[src/rtl/mips_pkg.sv]
// Shared MIPS pipeline definitions: opcodes, instruction types and the
// long-op sequencer state encoding.
package mips_pkg;

    localparam logic [5:0] ADD    = 6'b000000;
    localparam logic [5:0] SUB    = 6'b000001;
    localparam logic [5:0] AND_OP = 6'b000010;
    localparam logic [5:0] OR_OP  = 6'b000011;
    localparam logic [5:0] SLT    = 6'b000100;
    localparam logic [5:0] MUL    = 6'b000101;
    localparam logic [5:0] DIV    = 6'b000110;
    localparam logic [5:0] POW    = 6'b010000;
    localparam logic [5:0] HLT    = 6'b111111;
    localparam logic [5:0] LW     = 6'b001000;
    localparam logic [5:0] SW     = 6'b001001;
    localparam logic [5:0] ADDI   = 6'b001010;
    localparam logic [5:0] SUBI   = 6'b001011;
    localparam logic [5:0] SLTI   = 6'b001100;
    localparam logic [5:0] BNEQZ  = 6'b001101;
    localparam logic [5:0] BEQZ   = 6'b001110;

    localparam logic [2:0] RR_ALU = 3'b000;
    localparam logic [2:0] RM_ALU = 3'b001;
    localparam logic [2:0] LOAD   = 3'b010;
    localparam logic [2:0] STORE  = 3'b011;
    localparam logic [2:0] BRANCH = 3'b100;
    localparam logic [2:0] HALT_T = 3'b101;
    localparam logic [2:0] NOP_T  = 3'b110;

    typedef enum logic [2:0] {
        StIdle   = 3'd0,
        StMulRun = 3'd1,
        StDivRun = 3'd2,
        StPowRun = 3'd3,
        StDone   = 3'd4
    } seq_state_e;

    function automatic logic is_long_op(input logic [5:0] op);
        return (op == MUL) || (op == DIV) || (op == POW);
    endfunction

endpackage

[src/rtl/iter_muldiv_core.sv]
// One-bit-per-cycle datapath: unsigned shift-add multiply or restoring divide.
// next_val is the value the result will take after the current step.
module iter_muldiv_core #(
    parameter int unsigned XLEN = 32
) (
    input  logic            clk1,
    input  logic            rst,
    input  logic            load,
    input  logic            step,
    input  logic            div_mode,
    input  logic [XLEN-1:0] load_a,
    input  logic [XLEN-1:0] load_b,
    output logic [XLEN-1:0] next_val,
    output logic            step_done
);

    localparam int unsigned CNT_W = 6;

    logic            mode_q;
    logic [XLEN:0]   acc_q;    // product (mul) or partial remainder (div)
    logic [XLEN-1:0] opnd_q;   // multiplicand (mul) or divisor (div)
    logic [XLEN-1:0] shreg_q;  // multiplier (mul) or dividend/quotient (div)
    logic [CNT_W-1:0] cnt_q;

    logic [XLEN-1:0] mul_sum;
    logic [XLEN:0]   rem_sh;
    logic [XLEN:0]   diff;
    logic            fits;
    logic [XLEN-1:0] quo_next;

    always_comb begin
        mul_sum   = acc_q[XLEN-1:0] + (shreg_q[0] ? opnd_q : '0);
        rem_sh    = {acc_q[XLEN-1:0], shreg_q[XLEN-1]};
        diff      = rem_sh - {1'b0, opnd_q};
        fits      = ~diff[XLEN];
        quo_next  = {shreg_q[XLEN-2:0], fits};
        next_val  = mode_q ? quo_next : mul_sum;
        step_done = step && (cnt_q == CNT_W'(XLEN - 1));
    end

    always_ff @(posedge clk1) begin
        if (rst) begin
            mode_q  <= 1'b0;
            acc_q   <= '0;
            opnd_q  <= '0;
            shreg_q <= '0;
            cnt_q   <= '0;
        end else if (load) begin
            mode_q  <= div_mode;
            acc_q   <= '0;
            cnt_q   <= '0;
            opnd_q  <= div_mode ? load_b : load_a;
            shreg_q <= div_mode ? load_a : load_b;
        end else if (step) begin
            cnt_q <= step_done ? '0 : cnt_q + 1'b1;
            if (mode_q) begin
                acc_q   <= fits ? diff : rem_sh;
                shreg_q <= quo_next;
            end else begin
                acc_q   <= {1'b0, mul_sum};
                opnd_q  <= opnd_q << 1;
                shreg_q <= shreg_q >> 1;
            end
        end
    end

endmodule

[src/rtl/long_op_sequencer.sv]
// Multi-cycle controller for MUL/DIV/POW in EX; stalls the pipeline while the
// shared iterative core runs and pulses done with the result.
module long_op_sequencer
    import mips_pkg::*;
#(
    parameter int unsigned XLEN        = 32,
    parameter int unsigned POW_MAX_EXP = 8
) (
    input  logic            clk1,
    input  logic            rst,
    input  logic            start,
    input  logic [5:0]      opcode,
    input  logic [XLEN-1:0] op_a,
    input  logic [XLEN-1:0] op_b,
    input  logic            flush,
    output logic            stall,
    output logic            busy,
    output logic            done,
    output logic [XLEN-1:0] result,
    output logic            div_by_zero
);

    localparam int unsigned EXP_W = $clog2(POW_MAX_EXP + 1);

    seq_state_e      state_q, state_d;
    logic [XLEN-1:0] result_q, result_d;
    logic            dbz_q, dbz_d;
    logic            busy_q;
    logic [XLEN-1:0] base_q, base_d;
    logic [EXP_W-1:0] exp_q, exp_d;

    logic            accept;
    logic [EXP_W-1:0] eff_exp;
    logic            core_load, core_step, core_div;
    logic [XLEN-1:0] core_a, core_b, core_next;
    logic            core_step_done;

    iter_muldiv_core #(
        .XLEN(XLEN)
    ) u_core (
        .clk1     (clk1),
        .rst      (rst),
        .load     (core_load),
        .step     (core_step),
        .div_mode (core_div),
        .load_a   (core_a),
        .load_b   (core_b),
        .next_val (core_next),
        .step_done(core_step_done)
    );

    always_comb begin
        state_d   = state_q;
        result_d  = result_q;
        dbz_d     = dbz_q;
        base_d    = base_q;
        exp_d     = exp_q;
        core_load = 1'b0;
        core_step = 1'b0;
        core_div  = 1'b0;
        core_a    = op_a;
        core_b    = op_b;
        stall     = 1'b0;
        done      = 1'b0;
        accept    = start && is_long_op(opcode) && !flush;
        eff_exp   = (op_b > XLEN'(POW_MAX_EXP)) ? EXP_W'(POW_MAX_EXP) : op_b[EXP_W-1:0];

        case (state_q)
            StIdle: begin
                if (accept) begin
                    stall = 1'b1;
                    dbz_d = 1'b0;
                    case (opcode)
                        MUL: begin
                            core_load = 1'b1;
                            state_d   = StMulRun;
                        end
                        DIV: begin
                            if (op_b == '0) begin
                                result_d = '1;
                                dbz_d    = 1'b1;
                                state_d  = StDone;
                            end else begin
                                core_load = 1'b1;
                                core_div  = 1'b1;
                                state_d   = StDivRun;
                            end
                        end
                        default: begin
                            if (eff_exp == '0) begin
                                result_d = XLEN'(1);
                                state_d  = StDone;
                            end else begin
                                // acc starts at 1 and is the multiplier of each pass
                                core_load = 1'b1;
                                core_b    = XLEN'(1);
                                base_d    = op_a;
                                exp_d     = eff_exp;
                                state_d   = StPowRun;
                            end
                        end
                    endcase
                end
            end
            StMulRun, StDivRun: begin
                stall = 1'b1;
                if (flush) begin
                    state_d = StIdle;
                end else begin
                    core_step = 1'b1;
                    if (core_step_done) begin
                        result_d = core_next;
                        state_d  = StDone;
                    end
                end
            end
            StPowRun: begin
                stall = 1'b1;
                if (flush) begin
                    state_d = StIdle;
                end else begin
                    core_step = 1'b1;
                    if (core_step_done) begin
                        if (exp_q == EXP_W'(1)) begin
                            result_d = core_next;
                            state_d  = StDone;
                        end else begin
                            // Restart on the same edge so passes run back to back
                            core_load = 1'b1;
                            core_a    = base_q;
                            core_b    = core_next;
                            exp_d     = exp_q - 1'b1;
                        end
                    end
                end
            end
            StDone: begin
                done    = 1'b1;
                state_d = StIdle;
            end
            default: state_d = StIdle;
        endcase
    end

    always_ff @(posedge clk1) begin
        if (rst) begin
            state_q  <= StIdle;
            result_q <= '0;
            dbz_q    <= 1'b0;
            busy_q   <= 1'b0;
            base_q   <= '0;
            exp_q    <= '0;
        end else begin
            state_q  <= state_d;
            result_q <= result_d;
            dbz_q    <= dbz_d;
            busy_q   <= (state_d == StMulRun) || (state_d == StDivRun) || (state_d == StPowRun);
            base_q   <= base_d;
            exp_q    <= exp_d;
        end
    end

    assign busy        = busy_q;
    assign result      = result_q;
    assign div_by_zero = dbz_q;

endmodule

[config.mk]
export PLATFORM = sky130hd
export DESIGN_NAME = long_op_sequencer
export DESIGN_NICKNAME = d
export VERILOG_FILES = /design/src/rtl/mips_pkg.sv /design/src/rtl/iter_muldiv_core.sv /design/src/rtl/long_op_sequencer.sv
export SDC_FILE = /design/constraint.sdc
export NUM_CORES = 1
export LEC_CHECK = 0
export CAP_MARGIN = 25
export CORE_ASPECT_RATIO = 1.4
export CORE_MARGIN = 2
export CORE_UTILIZATION = 32
export CTS_CLUSTER_DIAMETER = 40
export DETAILED_ROUTE_END_ITERATION = 16
export GPL_TIMING_DRIVEN = 0
export SLEW_MARGIN = 20
export SYNTH_ARGS = -nofsm -noshare
export SYNTH_HDL_FRONTEND = slang
export SYNTH_SLANG_ARGS = --single-unit
[constraint.sdc]
create_clock -name clk1 -period 3.24 [get_ports clk1]
set_input_delay 0.648 -clock clk1 [delete_from_list [all_inputs] [get_ports clk1]]
set_output_delay 0.648 -clock clk1 [all_outputs]
set_load 0.02 [all_outputs]
==> qor.yml <==
die_width_um: 174.9
vdd_drop_max_uv: 399.7
rsz0062_at_grt: "yes"
netlist_area_um2: 13080
clockRootBuffer: "clkbuf_16"
violations: "setup timing"
firstDrtPassIters: 6
grt_pass1_vias: 14710
report.final.slew_viol_count: 0
holdWs_ns: 0.4577
synth_cell_types: 97
numPortBuffers: 109
p_leak_nw: 6.780
numCtsBuffers: 17
synth_edf_count: 0
holdPathEnd: "base_q[0]"
via_per_inst: 5.973
fin_cells: 2518
die_h_um: 243.2
nNetsFinal: 2112
place_inst: 2391
finalSetupViolations: 21
grt_antenna_before_repair: 1
gr-usage-all-layers_pct: 30.43
finalInstanceArea_um2: 18110
fp.dieArea_um2: 42540
finalSetupTns_ns: -1.634
hold_viol: 0
fin_crit_sh_pct: 105.9
drt_wl_total_mm: 67.23
route.met3.wl_mm: 4.210
cts_num_sinks: 176
placed_area_um2: 14840
drt_iter0_drc: 1490
reg2reg_depth: 15
synth_area_leader_cell: "dfxtp_1"
rows: 87
power_mw: 5.456
ys_seq_area_share_pct: 26.93
fin_ws_ns: -0.1922
vias: 15040
yosysMostFrequentCell: "nand2_1"
yosys-top-cells-count: "nand2_1, a21oi_1, dfxtp_1"
clk_path_buf_depth: 2
critical_path_class: "flop to flop"
fmax_mhz: 291.4
place.gp.congestion: 1.013
highest_layer: "met4"
design.portCount: 110
startpoint_type: "flop"
insertion_delay_ns: 0.46
synth-seq-cells: 176
r2r-start: "u_core.shreg_q[0]"
grt_max_degree: 17
cp_data_arrival_time_ns: 3.78
core-area_um2: 40280
tightest_slew_ns: 1.046
post_drt_wl_per_cell_um: 26.70
wl_met2_mm: 32.53
synthArstFlopShare_pct: 0
worstPathMaxFanout: 6
drive_gt1_share_pct: 23.85
synth_nets: 1890
skew_ns: 0.01262
max_slew_margin_pct: 28.46
clk_pin_slew_ns: 0.07
ys.warnings.count: 0
maxCapViolations: 0
reg2reg_to: "u_core.shreg_q[31]"
r2r_slack_ns: -0.19
status: "finished with violations"
hp-start: "base_q[0]"
met1_length_mm: 25.56
postRouteAntennaNets: 0
synthTopCellsByArea: "dfxtp_1, a21oi_1, nand2_1"
crit_required_ns: 3.59
end_kind: "flop"
hpwl_mm: 51.22
grt_overflow: 0
syn_inst: 1748
min_path_cells: 2
power_density_nw_per_um2: 301.2
tritoncts: "yes"
ctsHtreeMaxLevel: 4
synth_top_area_share_pct: 26.93
avgSynthCellArea_um2: 7.484
initial_utilization_pct: 32.48
syn2layout_area_growth_pct: 38.44
drc_errors: 0
period_needed_ns: 3.432
grt_pass1_wl_mm: 95.93
synthFlopType: "dfxtp_1"
hold_class: "flop to flop"
## layer usage
| metal | vias to the layer above | global-route usage [%] |
|---|---|---|
| li1 | 6830 | - |
| met1 | 7248 | 34.60 |
| met2 | 738 | 52.19 |
| met3 | 224 | 4.292 |
| met4 | 0 | 21.30 |
| met5 | - | 0 |
## report_power, final
part,internal [mW],switching [mW],leakage [nW]
Clock,1.03,1.01,0.259
Sequential,2.17,0.0190,1.43
Combinational,0.569,0.652,5.09
## placed cells by master, fill, tap and decap left out, drive strengths merged, types with 59 or more instances in the layout
cell type      instances
mux2i                 62
a21oi                220
dfxtp                176
nand2                253
o21ai                120
buf                  127
clkdlybuf4s50        104
nor2                 142
clkbuf               102
a211oi                59
ha                    66
## critical path, cell delays in order, from the launching register on
cell,delay [ns]
dfxtp_4,0.39
buf_4,0.15
clkbuf_8,0.14
and2_4,0.16
ha_4,0.22
a21o_1,0.19
a221o_1,0.39
a31oi_4,0.18
o221ai_4,0.19
a31oi_4,0.32
buf_6,0.15
o31ai_4,0.05
a21oi_2,0.19
xnor2_2,0.15
mux2i_2,0.32
a21oi_1,0.12
## timing repair
action                                  4_1_cts  5_1_grt
pin swaps                                    71       90
hold buffers                                  0        0
setup buffers                                56       41
gates resized for setup                     244      192
endpoints found under the setup margin      174      165
gates cloned                                  2        1
## sequential cells by signal, summed over array words and instances, names as in the netlist, 3 cells and up
register	count
exp_q	4
base_q	32
u_core.acc_q	32
u_core.shreg_q	32
u_core.cnt_q	6
state_q	3
result	32
u_core.opnd_q	32
## worst max-delay path by stage
stage / from / to / cells past startpoint / slack, ns
2_1_floorplan: u_core.shreg_q[0] / u_core.shreg_q[24] / 13 / 0.07
3_3_place_gp: op_b[31] / u_core.acc_q[6] / 10 / -1.79
4_1_cts: u_core.shreg_q[0] / u_core.opnd_q[30] / 13 / -0.19
3_5_place_dp: op_b[18] / u_core.acc_q[9] / 10 / -1.80
5_1_grt: u_core.shreg_q[0] / u_core.shreg_q[31] / 15 / -0.23
6_report: u_core.shreg_q[0] / u_core.shreg_q[31] / 15 / -0.19
## logic make-up (layout without fill, tap and decap cells)
logic type / Yosys count / after routing / share of synthesized area (%)
AO/OA/AOI/OAI: 617 / 617 / 30.49
XOR/XNOR: 58 / 58 / 3.941
buffers and inverters: 167 / 402 / 5.892
other: 0 / 1 / 0
flip-flops: 176 / 176 / 26.93
multiplexers: 71 / 71 / 5.576
AND/OR/NAND/NOR: 591 / 591 / 20.55
adder cells (fa/ha/maj): 68 / 68 / 6.619
## per-stage QoR
stage	utilization, %	setup WS (ns)
final	44.96	-0.1922
after global routing	44.96	-0.2291
after CTS	42.32	-0.1911
after detailed placement	36.85	-1.797
after global placement	36.85	-1.793
after floorplan	-	0.07116
## layout make-up
class,count,area [µm²]
diodes,1,2.502
plain buffers,111,729.5
clock buffers,19,452.9
clock inverters,13,103.9
fillers,4035,22170
inverters,50,192.7
multi-input cells,1405,10360
flip-flops and latches,176,3571
well taps,534,668.1
repair buffers,209,2032
Note: power is estimated with default switching activity, not from simulation.
